--- src/rtl/oam_dma_controller.sv ---
// OAM DMA sequencer and CPU/DMA arbiter for the memory-router bus.
// Ports: cpu_clock/reset, CPU bus (I_CPU_*/O_CPU_RDATA), router bus (O_MEM_*/I_MEM_RDATA), O_DMA_ACTIVE.
module oam_dma_controller #(
  parameter logic [15:0] DMA_REG_ADDR = 16'hFF46,
  parameter logic [15:0] OAM_BASE     = 16'hFE00,
  parameter int unsigned XFER_LEN     = 160,
  parameter int unsigned START_DELAY  = 1
) (
  input  logic        cpu_clock,
  input  logic        reset,
  input  logic [15:0] I_CPU_ADDR,
  input  logic [7:0]  I_CPU_WDATA,
  output logic [7:0]  O_CPU_RDATA,
  input  logic        I_CPU_WE_L,
  input  logic        I_CPU_RE_L,
  output logic [15:0] O_MEM_ADDR,
  output logic [7:0]  O_MEM_WDATA,
  input  logic [7:0]  I_MEM_RDATA,
  output logic        O_MEM_WE_L,
  output logic        O_MEM_RE_L,
  output logic        O_DMA_ACTIVE
);

  typedef enum logic [1:0] {
    IDLE, DELAY, RD, WR
  } state_e;

  localparam logic [7:0] LAST = 8'(XFER_LEN - 1);
  localparam logic [7:0] CNT0 = 8'(START_DELAY - 1);
  localparam state_e START_ST =
    (START_DELAY == 0) ? RD : DELAY;

  state_e     state_q, state_d;
  logic [7:0] dma_q, dma_d;
  logic [7:0] idx_q, idx_d;
  logic [7:0] latch_q, latch_d;
  logic [7:0] cnt_q, cnt_d;

  logic       cpu_rd, cpu_wr;
  logic       hit_reg, hit_hram;
  logic       reg_wr, busy, steal, pass;
  logic [7:0] src_hi;

  // Both strobes low is resolved as a read.
  assign cpu_rd   = ~I_CPU_RE_L;
  assign cpu_wr   = ~I_CPU_WE_L & I_CPU_RE_L;
  assign hit_reg  = (I_CPU_ADDR == DMA_REG_ADDR);
  assign hit_hram = (I_CPU_ADDR >= 16'hFF80) &&
                    (I_CPU_ADDR != 16'hFFFF);
  assign reg_wr   = cpu_wr & hit_reg;
  assign busy     = (state_q != IDLE);
  // HRAM traffic during DMA owns the bus; DMA freezes.
  assign steal    = busy & (cpu_rd | cpu_wr) & hit_hram;
  assign pass     = ~busy | steal;
  // Echo RAM (E000+) aliases WRAM.
  assign src_hi   = (dma_q < 8'hE0) ? dma_q
                                    : dma_q - 8'h20;

  assign O_DMA_ACTIVE = busy;

  always_ff @(posedge cpu_clock) begin
    if (reset) begin
      state_q <= IDLE;
      dma_q   <= 8'h00;
      idx_q   <= 8'h00;
      latch_q <= 8'h00;
      cnt_q   <= 8'h00;
    end else begin
      state_q <= state_d;
      dma_q   <= dma_d;
      idx_q   <= idx_d;
      latch_q <= latch_d;
      cnt_q   <= cnt_d;
    end
  end

  always_comb begin
    state_d = state_q;
    dma_d   = dma_q;
    idx_d   = idx_q;
    latch_d = latch_q;
    cnt_d   = cnt_q;
    if (reg_wr) begin
      dma_d   = I_CPU_WDATA;
      idx_d   = 8'h00;
      cnt_d   = CNT0;
      state_d = START_ST;
    end else if (!steal) begin
      unique case (state_q)
        IDLE: ;
        DELAY: begin
          if (cnt_q == 8'h00) state_d = RD;
          else cnt_d = cnt_q - 8'h01;
        end
        RD: begin
          latch_d = I_MEM_RDATA;
          state_d = WR;
        end
        WR: begin
          if (idx_q == LAST) begin
            idx_d   = 8'h00;
            state_d = IDLE;
          end else begin
            idx_d   = idx_q + 8'h01;
            state_d = RD;
          end
        end
        default: state_d = IDLE;
      endcase
    end
  end

  always_comb begin
    O_MEM_ADDR  = I_CPU_ADDR;
    O_MEM_WDATA = I_CPU_WDATA;
    O_MEM_WE_L  = 1'b1;
    O_MEM_RE_L  = 1'b1;
    O_CPU_RDATA = 8'hFF;
    if (!reset) begin
      if (hit_reg)   O_CPU_RDATA = dma_q;
      else if (pass) O_CPU_RDATA = I_MEM_RDATA;
      if (pass && !hit_reg) begin
        O_MEM_WE_L = ~cpu_wr;
        O_MEM_RE_L = ~cpu_rd;
      end else if (state_q == RD) begin
        O_MEM_ADDR = {src_hi, idx_q};
        O_MEM_RE_L = 1'b0;
      end else if (state_q == WR) begin
        O_MEM_ADDR  = OAM_BASE + {8'h00, idx_q};
        O_MEM_WDATA = latch_q;
        O_MEM_WE_L  = 1'b0;
      end
    end
  end

`ifndef SYNTHESIS
  always_ff @(posedge cpu_clock) begin
    if (!reset)
      assert (!(!I_CPU_WE_L && !I_CPU_RE_L))
        else $error("CPU strobes both low");
  end
`endif

endmodule

--- config.mk ---
export PLATFORM = sky130hd
export DESIGN_NAME = oam_dma_controller
export DESIGN_NICKNAME = d
export VERILOG_FILES = /design/src/rtl/oam_dma_controller.sv
export SDC_FILE = /design/constraint.sdc
export NUM_CORES = 1
export LEC_CHECK = 0
export BUFFER_PORTS_ARGS = -buffer_cell sky130_fd_sc_hd__clkbuf_2
export CORE_MARGIN = 3
export CORE_UTILIZATION = 45
export DETAILED_ROUTE_END_ITERATION = 7
export HOLD_SLACK_MARGIN = 0.05
export PLACE_DENSITY = 0.84
export SYNTH_ARGS = -nofsm -noshare
export SYNTH_HDL_FRONTEND = slang
export SYNTH_SLANG_ARGS = --single-unit
--- constraint.sdc ---
create_clock -name cpu_clock -period 2.21 [get_ports cpu_clock]
set_input_delay 0.221 -clock cpu_clock [delete_from_list [all_inputs] [get_ports cpu_clock]]
set_output_delay 0.221 -clock cpu_clock [all_outputs]
set_load 0.03 [all_outputs]
# Yosys cells after proc, flatten, opt, wreduce, memory -nomap -nowiden
# Index checks and enable logic that the tools add are counted.
# totals
reg_bits	34
latch_bits	0
mem_bits_rw	0
rom_bits	0
in_bits	36
mem_count	0
# op_classes
add_sub_neg	4
mul	0
div_mod_pow	0
magnitude_cmp	2
eq_ne	9
shifts	0
muxes	25
bitwise_logic	13
reduce_logical	13
# ops
cell	n
8-bit 2-to-1 mux	9
16-bit 2-to-1 mux	4
16-bit == test (second input constant)	1
16-bit greater-or-equal comparator (second input constant)	1
16-bit != test (second input constant)	1
3-bit AND reduction	4
10-bit by 9-bit adder with 11-bit output (first input constant)	1
1-bit 2-to-1 mux	9
8-bit by 1-bit adder with 8-bit output (second input constant)	1
8-bit == test (second input constant)	1
8-bit logical NOT	1
8-bit < comparator (second input constant)	1
8-bit by 1-bit subtractor with 8-bit output (second input constant)	1
8-bit by 6-bit subtractor with 8-bit output (second input constant)	1
1-bit inverter	7
2-bit case mux with 3 select lines	1
1-bit AND	4
2-bit == test (second input constant)	2
2-bit 2-to-1 mux	2
2-bit != test (second input constant)	2
4-bit nonzero test	1
3-bit != test (second input constant)	1
3-bit nonzero test	1
2-bit by 1-bit == test with 1-bit output (second input constant)	1
other kinds (6)	8

# Logic depth before layout (Yosys ltp)
# Gate-level depths: netlist (run 1).
# depth
word_depth	9
ltp_mapped	8

# Worst setup path after synthesis (run 1)
# Ideal clock, no wire load.
# synth_timing
path_kind	reg2out
from	register state_q[1]
to	output port O_MEM_WDATA[0]
t_arrival_ns	1.992
setup_slack_ns	-0.003
stages_incl_launch_ff	9
n_path_buf	3
cell_sequence	dfxtp_1 > clkbuf_2 > o21ai_1 > a2111o_1 > buf_4 > o211ai_4 > or2_1 > buf_4 > mux2_1
# synth_between
elab_chain_cells	7
word_cells_on_any_way	12
cone_classes	eq/ne: 2; mux: 4; bitwise: 4; reduce/logical: 2
# synth_lines
item	line_no	source
from (decl)	33	state_e state_q, state_d;
from (signal assigned)	69	state_q <= state_d;
2-bit nonzero test	51	assign busy = (state_q != IDLE);
1-bit AND (2 in series)	53	assign steal = busy & (cpu_rd | cpu_wr) & hit_hram;
1-bit OR	54	assign pass = ~busy | steal;
1-bit logical AND	122	if (pass && !hit_reg) begin
8-bit 2-to-1 mux (*)	122	
8-bit 2-to-1 mux (*)	119	if (!reset) begin
to (decl)	17	output logic [7:0] O_MEM_WDATA,
# Mark *: on every way between the ends. The rest lies on a longest branch, timed or not.

# Worst setup path in the final report (run 1)
# layout_timing
from	register state_q[0]
to	output port O_MEM_WDATA[0]
# Same word-level chain as after synthesis.

==> metrics.log, run 1 <==
INFO  metric status = finished, violations left
INFO  metric violations_in_the_final_reports = negative setup slack
INFO  metric seqCellArea = between 600 and 700 um^2
INFO  metric fp.dieArea = approximately 5600 um^2
INFO  metric overall_track_demand_over_capacity_in_global_routing = roughly 23%
INFO  metric grt_antenna_before_repair = 0
INFO  metric area_delta_synth_final = 34.4%
INFO  metric synth.mux.area_fraction = between 10% and 20%
INFO  metric vias_in_the_first_global_route = about 2100
INFO  metric first_pass_grt_wire_length = between 9000 and 10000 um
INFO  metric vdd_drop_max = ~0.35 mV
INFO  metric yosys.area_share.simple = about 22%
INFO  metric critPathLaunchType = flip-flop
INFO  metric routabilityCongestion = 0.845
INFO  metric total_power_density_per_cell_area = ~550 nW/um^2
INFO  metric postSynthCellCount = 252
INFO  metric synth-xor-area-share = around 4.1%
INFO  metric floorplan.core_area = around 4500 um^2
INFO  metric path_max_fanout = 9
INFO  metric antennaDiodeCount = 0
INFO  metric grt_remaining_overflow = 0
INFO  metric cts-root-buf = clkbuf_8
INFO  metric delay_of_the_slowest_cell_on_the_worst_path = between 0.3 and 0.4 ns
INFO  metric final_core_utilization = between 60% and 70%
INFO  metric yosysTopAreaCell = dfxtp_1
INFO  metric cp_cell_sequence = o21ai_2 > a2111o_1 > o211ai_4 > or2_4 > buf_12 > mux2_2 > buf_8
INFO  metric multi_input_comb_area = 1410 um^2
INFO  metric layout_setup_ws = -0.0351 ns
INFO  metric fin_worst_hold_slack = ~0.18 ns
INFO  metric wirelength = between 6000 and 7000 um
INFO  metric timing_worst_setup_path_type = flip-flop to primary output
INFO  metric synthArstFlopShare = 0%
INFO  metric cell_with_the_largest_stage_delay_on_the_worst_path = mux2_2
INFO  metric cap_viol_max_count = 0
INFO  metric worst_ep_arrival_time = between 2 and 2.5 ns
INFO  metric maxClockFrequency = between 0.4 and 0.5 GHz
INFO  metric worst-slew-pin-transition = 0.596 ns
INFO  metric drtPass1Iterations = 4
INFO  metric cts_max_level = 2
INFO  metric crit_path_end_kind = primary output
INFO  metric total_number_of_vias = about 2300
INFO  metric clock-skew-final = slightly above 0.009 ns
INFO  metric min_path_cells = 3
INFO  metric compound_gate_fraction_of_synth_area = a little under a fifth
INFO  metric floorplan.initialDensity = 48.1%
INFO  metric avgSynthCellArea = ~8.5 um^2
INFO  metric wirelength_per_cell = ~17 um
INFO  metric largest_net_degree_at_the_start_of_global_routing = 25
INFO  metric synth_area = 2150 um^2
INFO  metric finalSetupViolCount = 16
INFO  metric hold_buffers = 0
INFO  metric route.detailed.drc = 0
INFO  metric height_of_the_chip = around 75 um
INFO  metric placement_rows = 24
INFO  metric n_fill_cell = around 360
INFO  metric worst_r2r_path_depth = 9
INFO  metric number_of_buffers_inserted_during_clock_tree_synthesis = 5
INFO  metric post-route-min-period = around 2.2 ns
INFO  metric clock_sinks = 34
INFO  metric tritoncts = yes
INFO  metric power_total = around 0.0016 W
INFO  metric floorplan.io_pins = between 70 and 80
INFO  metric max-clock-path-buffers = 2
INFO  metric yosysSeqAreaShare = between 30% and 40%
INFO  metric synth_edf_count = 0
INFO  metric endpoint_required_time_on_the_critical_path = ~2 ns
INFO  metric synth-adder-area-share = 2.33%
INFO  metric worst_skew_pair.late_latency = 0.29 ns
INFO  metric holdCritPathClass = primary input to flip-flop
INFO  metric layout_cells_sized_above_1 = about two fifths
INFO  metric fin_nets = roughly 380
INFO  metric ys_ff_latch = 34
INFO  metric drt_iter0_markers = between 200 and 250
INFO  metric rsz_0062_raised_after_global_routing = true
INFO  metric netlist-cell-type-count = between 50 and 60
INFO  metric slew_viol_final = 0
INFO  metric ys_dominant_reg_cell = dfxtp_1
INFO  metric most_frequent_standard_cell_in_the_layout_excluding_fill_and_tap_cells = clkbuf_2
INFO  metric clkTransAtPathRegs = around 0.07 ns
INFO  metric synth_warnings = 0
INFO  metric die_w = approximately 75 um
INFO  metric drt.antenna.violating_nets = 0
INFO  metric commonest_cells_after_routing_fill_and_taps_aside = clkbuf_2, nand2_1, dfxtp_1
INFO  metric place.port_buffers = 70
INFO  metric yosysTopAreaCellShare = between 30% and 40%
INFO  metric dp_hpwl = about 4600 um
INFO  metric slew_headroom = around three fifths
INFO  metric main_combinational_cell_family_by_area_after_synthesis = simple AND/OR/NAND/NOR gates
INFO  metric hold_viol_final = 0
INFO  metric leakage = about 1.2 nW
INFO  metric vias_per_cell = 5.86
INFO  metric postSynthNetCount = slightly below 300
INFO  metric synth_top_cells_by_area = dfxtp_1, mux2i_1, nand2_1, nor2_1, mux2_1
INFO  metric fin_crit_sh = 102%
==> report_power, final <==
part	internal, W	leakage, nW	switching, W
Sequential	0.000624	0.275	0.00000677
Clock	0.000336	0.0514	0.000231
Combinational	0.000147	0.904	0.000237
==> state kept, by name, summed over array words and instances (netlist names) <==
| signal | count |
|---|---|
| state_q | 2 |
| dma_q | 8 |
| idx_q | 8 |
| cnt_q | 8 |
| latch_q | 8 |
==> per-stage QoR <==
step	cells	setup WS, ns	setup TNS (ns)	instance area, um^2
detailed placement	380	0.0114	0	2650
CTS	389	-0.124	-1.47	2860
global route	390	-0.0954	-1.41	2890
global placement	380	0.0327	0	2650
finish	390	-0.0351	-0.214	2890
floorplan	252	0.000257	0	2150
==> synthesized netlist by cell type (7+ instances only) <==
cell type	n
mux2i_1	16
mux2_2	8
o22a_1	8
dfxtp_1	34
inv_1	7
nor2_1	31
a21oi_1	11
nand3_1	8
mux2_1	8
o21ai_0	14
nand2_1	33
xor2_1	7
==> logic make-up (layout without fill, tap and decap cells) <==
| logic type | count (synthesis) | after routing |
|---|---|---|
| DFF | 34 | 34 |
| AOI/OAI and AO/OA | 55 | 56 |
| and+or+nand+nor | 96 | 96 |
| buffers and inverters | 21 | 106 |
| muxes | 32 | 32 |
| xor gates and xnor gates | 10 | 10 |
| adders and majority gates | 4 | 4 |
==> critical path, delay by kind of cell (launching register included) <==
family	cells	cell delay, ns
flip-flops	1	0.34
AND/OR/NAND/NOR	1	0.16
AO/OA/AOI/OAI	3	0.61
buffers and inverters	2	0.26
multiplexers	1	0.36
==> final timing paths <==
kind | startpoint | endpoint | slack [ns]
worst min register to register | latch_q[2]$_SDFFE_PP0P_ | latch_q[2]$_SDFFE_PP0P_ | 0.46
worst max register to register | state_q[0]$_SDFFE_PP0P_ | latch_q[6]$_SDFFE_PP0P_ | 0.28
worst max-delay path | state_q[0]$_SDFFE_PP0P_ | O_MEM_WDATA[0] | -0.04
worst min-delay path | I_MEM_RDATA[2] | latch_q[2]$_SDFFE_PP0P_ | 0.18
==> per-layer routing <==
metal  GRT usage, %  vias up  share of wire [%]
met2           39.3      117                 47
met1           27.3     1070                 42
met5              0        -                  0
met3           5.61       17                8.3
li1               -     1082                  -
met4           8.54        0                2.3
==> final cells by class <==
type	instances	share of cell area (%)
sequential	34	23.6
multi-input combinational	198	48.7
clock buffer	6	2.51
tap	52	2.25
inverter	8	1.04
clock inverter	2	1.30
timing repair buffer	90	20.6
==> timing repair <==
action,CTS,global route
pin swaps,3,2
hold endpoints to repair,0,0
gates cloned,0,1
gates resized for setup,25,13
setup endpoints to repair,23,24
setup buffers,1,0
Note: power is estimated with default switching activity, not from simulation.
==> inputs of run 2 (changes only) <==
Settings changed: PLACE_DENSITY 0.84 to 0.76.
==> run 2 against run 1 <==
Compared with the run above: the flow still finishes with violations (negative setup slack); final cell count shrank 0.26%; non-clock buffer count fell by 1; clock power decreased by 2%; combinational power hardly changed; wire length shrank 8.0%; power down 0.53%; critical path type unchanged.
==> metrics.log, run 2 (same netlist as run 1, synthesis figures left out) <==
INFO  metric setup.worst_path.start = state_q[0]$_SDFFE_PP0P_
INFO  metric multi_input_comb_area = 1450 um^2 (+2.9%)
INFO  metric seqCellArea = 683 um^2 (unchanged)
INFO  metric place.port_buffers = 70 (unchanged)
INFO  metric fin_crit_sh = 100% (-1.6 points)
INFO  metric grt_antenna_before_repair = 0 (unchanged)
INFO  metric clock-skew-final = 0.00679 ns (-0.00236 ns)
INFO  metric wirelength = 5980 um (-8.0%)
INFO  metric finalSetupViolCount = 1 (-15)
INFO  metric area_delta_synth_final = 36.2%
INFO  metric worst_ep_arrival_time = 1.99 ns (-0.03 ns)
INFO  metric floorplan.io_pins = 71 (unchanged)
INFO  metric holdCritPathClass = primary input to flip-flop
INFO  metric first_pass_grt_wire_length = 9160 um (-7.1%)
INFO  metric die_w = 75.2 um (unchanged)
INFO  metric floorplan.core_area = 4470 um^2 (unchanged)
INFO  metric clkTransAtPathRegs = 0.07 ns (about the same)
INFO  metric drtPass1Iterations = 4 (unchanged)
INFO  metric grt_remaining_overflow = 0 (unchanged)
INFO  metric critPathLaunchType = flip-flop
INFO  metric grt.busiest_layer = met2
INFO  metric violations_in_the_final_reports = negative setup slack
INFO  metric wirelength_per_cell = 15.4 um (-7.8%)
INFO  metric leakage = 1.26 nW (+2.5%)
INFO  metric drt.antenna.violating_nets = 0 (unchanged)
INFO  metric endpoint_required_time_on_the_critical_path = 1.99 ns (about the same)
INFO  metric groute.layer.met1.usage = 27.6% (+0.29 points)
INFO  metric floorplan.initialDensity = 48.1% (unchanged)
INFO  metric slew_headroom = 41.8% (-18 points)
INFO  metric tritoncts = yes
INFO  metric crit_path_end_kind = primary output
INFO  metric globalRouteMet2Util = 36.0% (-3.3 points)
INFO  metric antennaDiodeCount = 0 (unchanged)
INFO  metric number_of_buffers_inserted_during_clock_tree_synthesis = 5 (unchanged)
INFO  metric rsz_0062_raised_after_global_routing = true
INFO  metric terminus_of_the_critical_flop_to_flop_path = latch_q[0]$_SDFFE_PP0P_
INFO  metric status = finished, violations left
INFO  metric height_of_the_chip = 75.2 um (unchanged)
INFO  metric global_route.usage.met3 = 4.94% (-0.67 points)
INFO  metric route.detailed.drc = 0 (unchanged)
INFO  metric post-route-min-period = 2.21 ns (-0.0348 ns)
INFO  metric slew_viol_final = 0 (unchanged)
INFO  metric max-clock-path-buffers = 2 (unchanged)
INFO  metric standard_cell_area_after_detailed_placement = 2620 um^2 (-0.85%)
INFO  metric worst-slew-pin-transition = 0.870 ns (+0.274 ns)
INFO  metric vias_in_the_first_global_route = 1978 (-6.6%)
INFO  metric worst-r2r-setup-slack = 0.21 ns (-0.07 ns)
INFO  metric fin_nets = 376 (-0.27%)
INFO  metric fp.dieArea = 5650 um^2 (unchanged)
INFO  metric total_power_density_per_cell_area = 537 nW/um^2 (-1.8%)
INFO  metric hold_buffers = 0 (unchanged)
INFO  metric cts-root-buf = clkbuf_8
INFO  metric layout_setup_ws = -0.000254 ns (+0.0348 ns)
INFO  metric most_frequent_standard_cell_in_the_layout_excluding_fill_and_tap_cells = clkbuf_2
INFO  metric hold_path.startpoint = I_MEM_RDATA[3]
INFO  metric largest_net_degree_at_the_start_of_global_routing = 19 (-24%)
INFO  metric drt_iter0_markers = 121 (-43%)
INFO  metric power_total = 0.00157 W (-0.53%)
INFO  metric timing_worst_setup_path_type = flip-flop to primary output
INFO  metric worstHoldEndpoint = latch_q[3]$_SDFFE_PP0P_
INFO  metric worst_skew_pair.late_latency = 0.29 ns (about the same)
INFO  metric worst_r2r_path_depth = 6 (-3)
INFO  metric crit-reg2reg-launch = state_q[0]$_SDFFE_PP0P_
INFO  metric vias_per_cell = 5.61 (-4.3%)
INFO  metric placement_rows = 24 (unchanged)
INFO  metric total_number_of_vias = 2182 (-4.5%)
INFO  metric maxClockFrequency = 0.452 GHz (+1.6%)
INFO  metric layout_cells_sized_above_1 = 38.9% (+0.12 points)
INFO  metric commonest_cells_after_routing_fill_and_taps_aside = clkbuf_2, nand2_1, dfxtp_1
INFO  metric path_max_fanout = 5 (-4)
INFO  metric min_path_cells = 3 (unchanged)
INFO  metric cap_viol_max_count = 0 (unchanged)
INFO  metric clock_sinks = 34 (unchanged)
INFO  metric postLayoutCellArea = 2930 um^2 (+1.3%)
INFO  metric routabilityCongestion = 0.812 (-3.9%)
INFO  metric vdd_drop_max = 0.364 mV (+2.6%)
INFO  metric hold_viol_final = 0 (unchanged)
INFO  metric overall_track_demand_over_capacity_in_global_routing = 21.3% (-1.5 points)
INFO  metric dp_hpwl = 4360 um (-5.2%)
INFO  metric n_fill_cell = 359 (+1.1%)
INFO  metric cts_max_level = 2 (unchanged)
==> run 2: changes by cell type in the layout (fill, tap and decap cells not counted), moves of 4 or more <==
cell	before	now
clkbuf_4	0	4
mux2_4	1	8
mux2_2	14	8
clkbuf_2	60	56
==> run 2: timing repair <==
action | in CTS | in global routing
pin swaps | 3 | 3
setup endpoints to repair | 24 | 31
gates cloned | 0 | 1
resized for setup | 40 | 14
buffers inserted | 0 | 2
==> run 2: cell type report <==
| class | count | area share, % |
|---|---|---|
| Clock buffer | 7 | 2.60 |
| Clock inverter | 1 | 1.02 |
| Inverter | 8 | 1.02 |
| Tap cell | 52 | 2.22 |
| Multi-Input combinational cell | 198 | 49.4 |
| Sequential cell | 34 | 23.3 |
| Timing Repair Buffer | 89 | 20.4 |
==> run 2: worst max-delay path, stage by stage, from the launching register on <==
cell and delay (ns):
dfxtp_2 0.36, o21ai_4 0.07, a2111o_1 0.34, o211ai_4 0.19, or2_4 0.16, buf_6 0.12
mux2_4 0.31, buf_8 0.14
==> run 2: report_power, final <==
part	internal (W)	switching, W
Combinational	0.000155	0.000232
Sequential	0.000624	0.00000814
Clock	0.000337	0.000217
==> run 2: how the worst max path moves through the flow <==
stage	endpoint	cells past startpoint	slack [ns]
after floorplan	O_MEM_WDATA[7]	8	0.0003
after global placement	O_MEM_WE_L	8	0.03
after detailed placement	O_MEM_WE_L	8	0.02
after CTS	O_MEM_WDATA[4]	7	-0.07
after global routing	O_MEM_ADDR[13]	8	-0.08
final	O_MEM_WDATA[4]	7	-0.0003
==> run 2: per-stage QoR <==
stage / util (%) / hold slack [ns] / std cells / TNS (ns) / setup WS [ns]
5_1_grt: 65.5 / 0.173 / 389 / -1.41 / -0.0830
3_3_place_gp: 58.6 / 0.440 / 378 / 0 / 0.0347
3_5_place_dp: 58.6 / 0.448 / 378 / 0 / 0.0195
4_1_cts: 64.3 / 0.170 / 386 / -1.06 / -0.0731
2_1_floorplan: - / 0.363 / 252 / 0 / 0.000257
6_report: 65.5 / 0.180 / 389 / -0.000254 / -0.000254
==> run 2: metal layers <==
layer	up-vias	routed length [um]
met3	2	431
met4	0	14
li1	1077	-
met1	1010	2570
met2	93	2960
met5	-	0
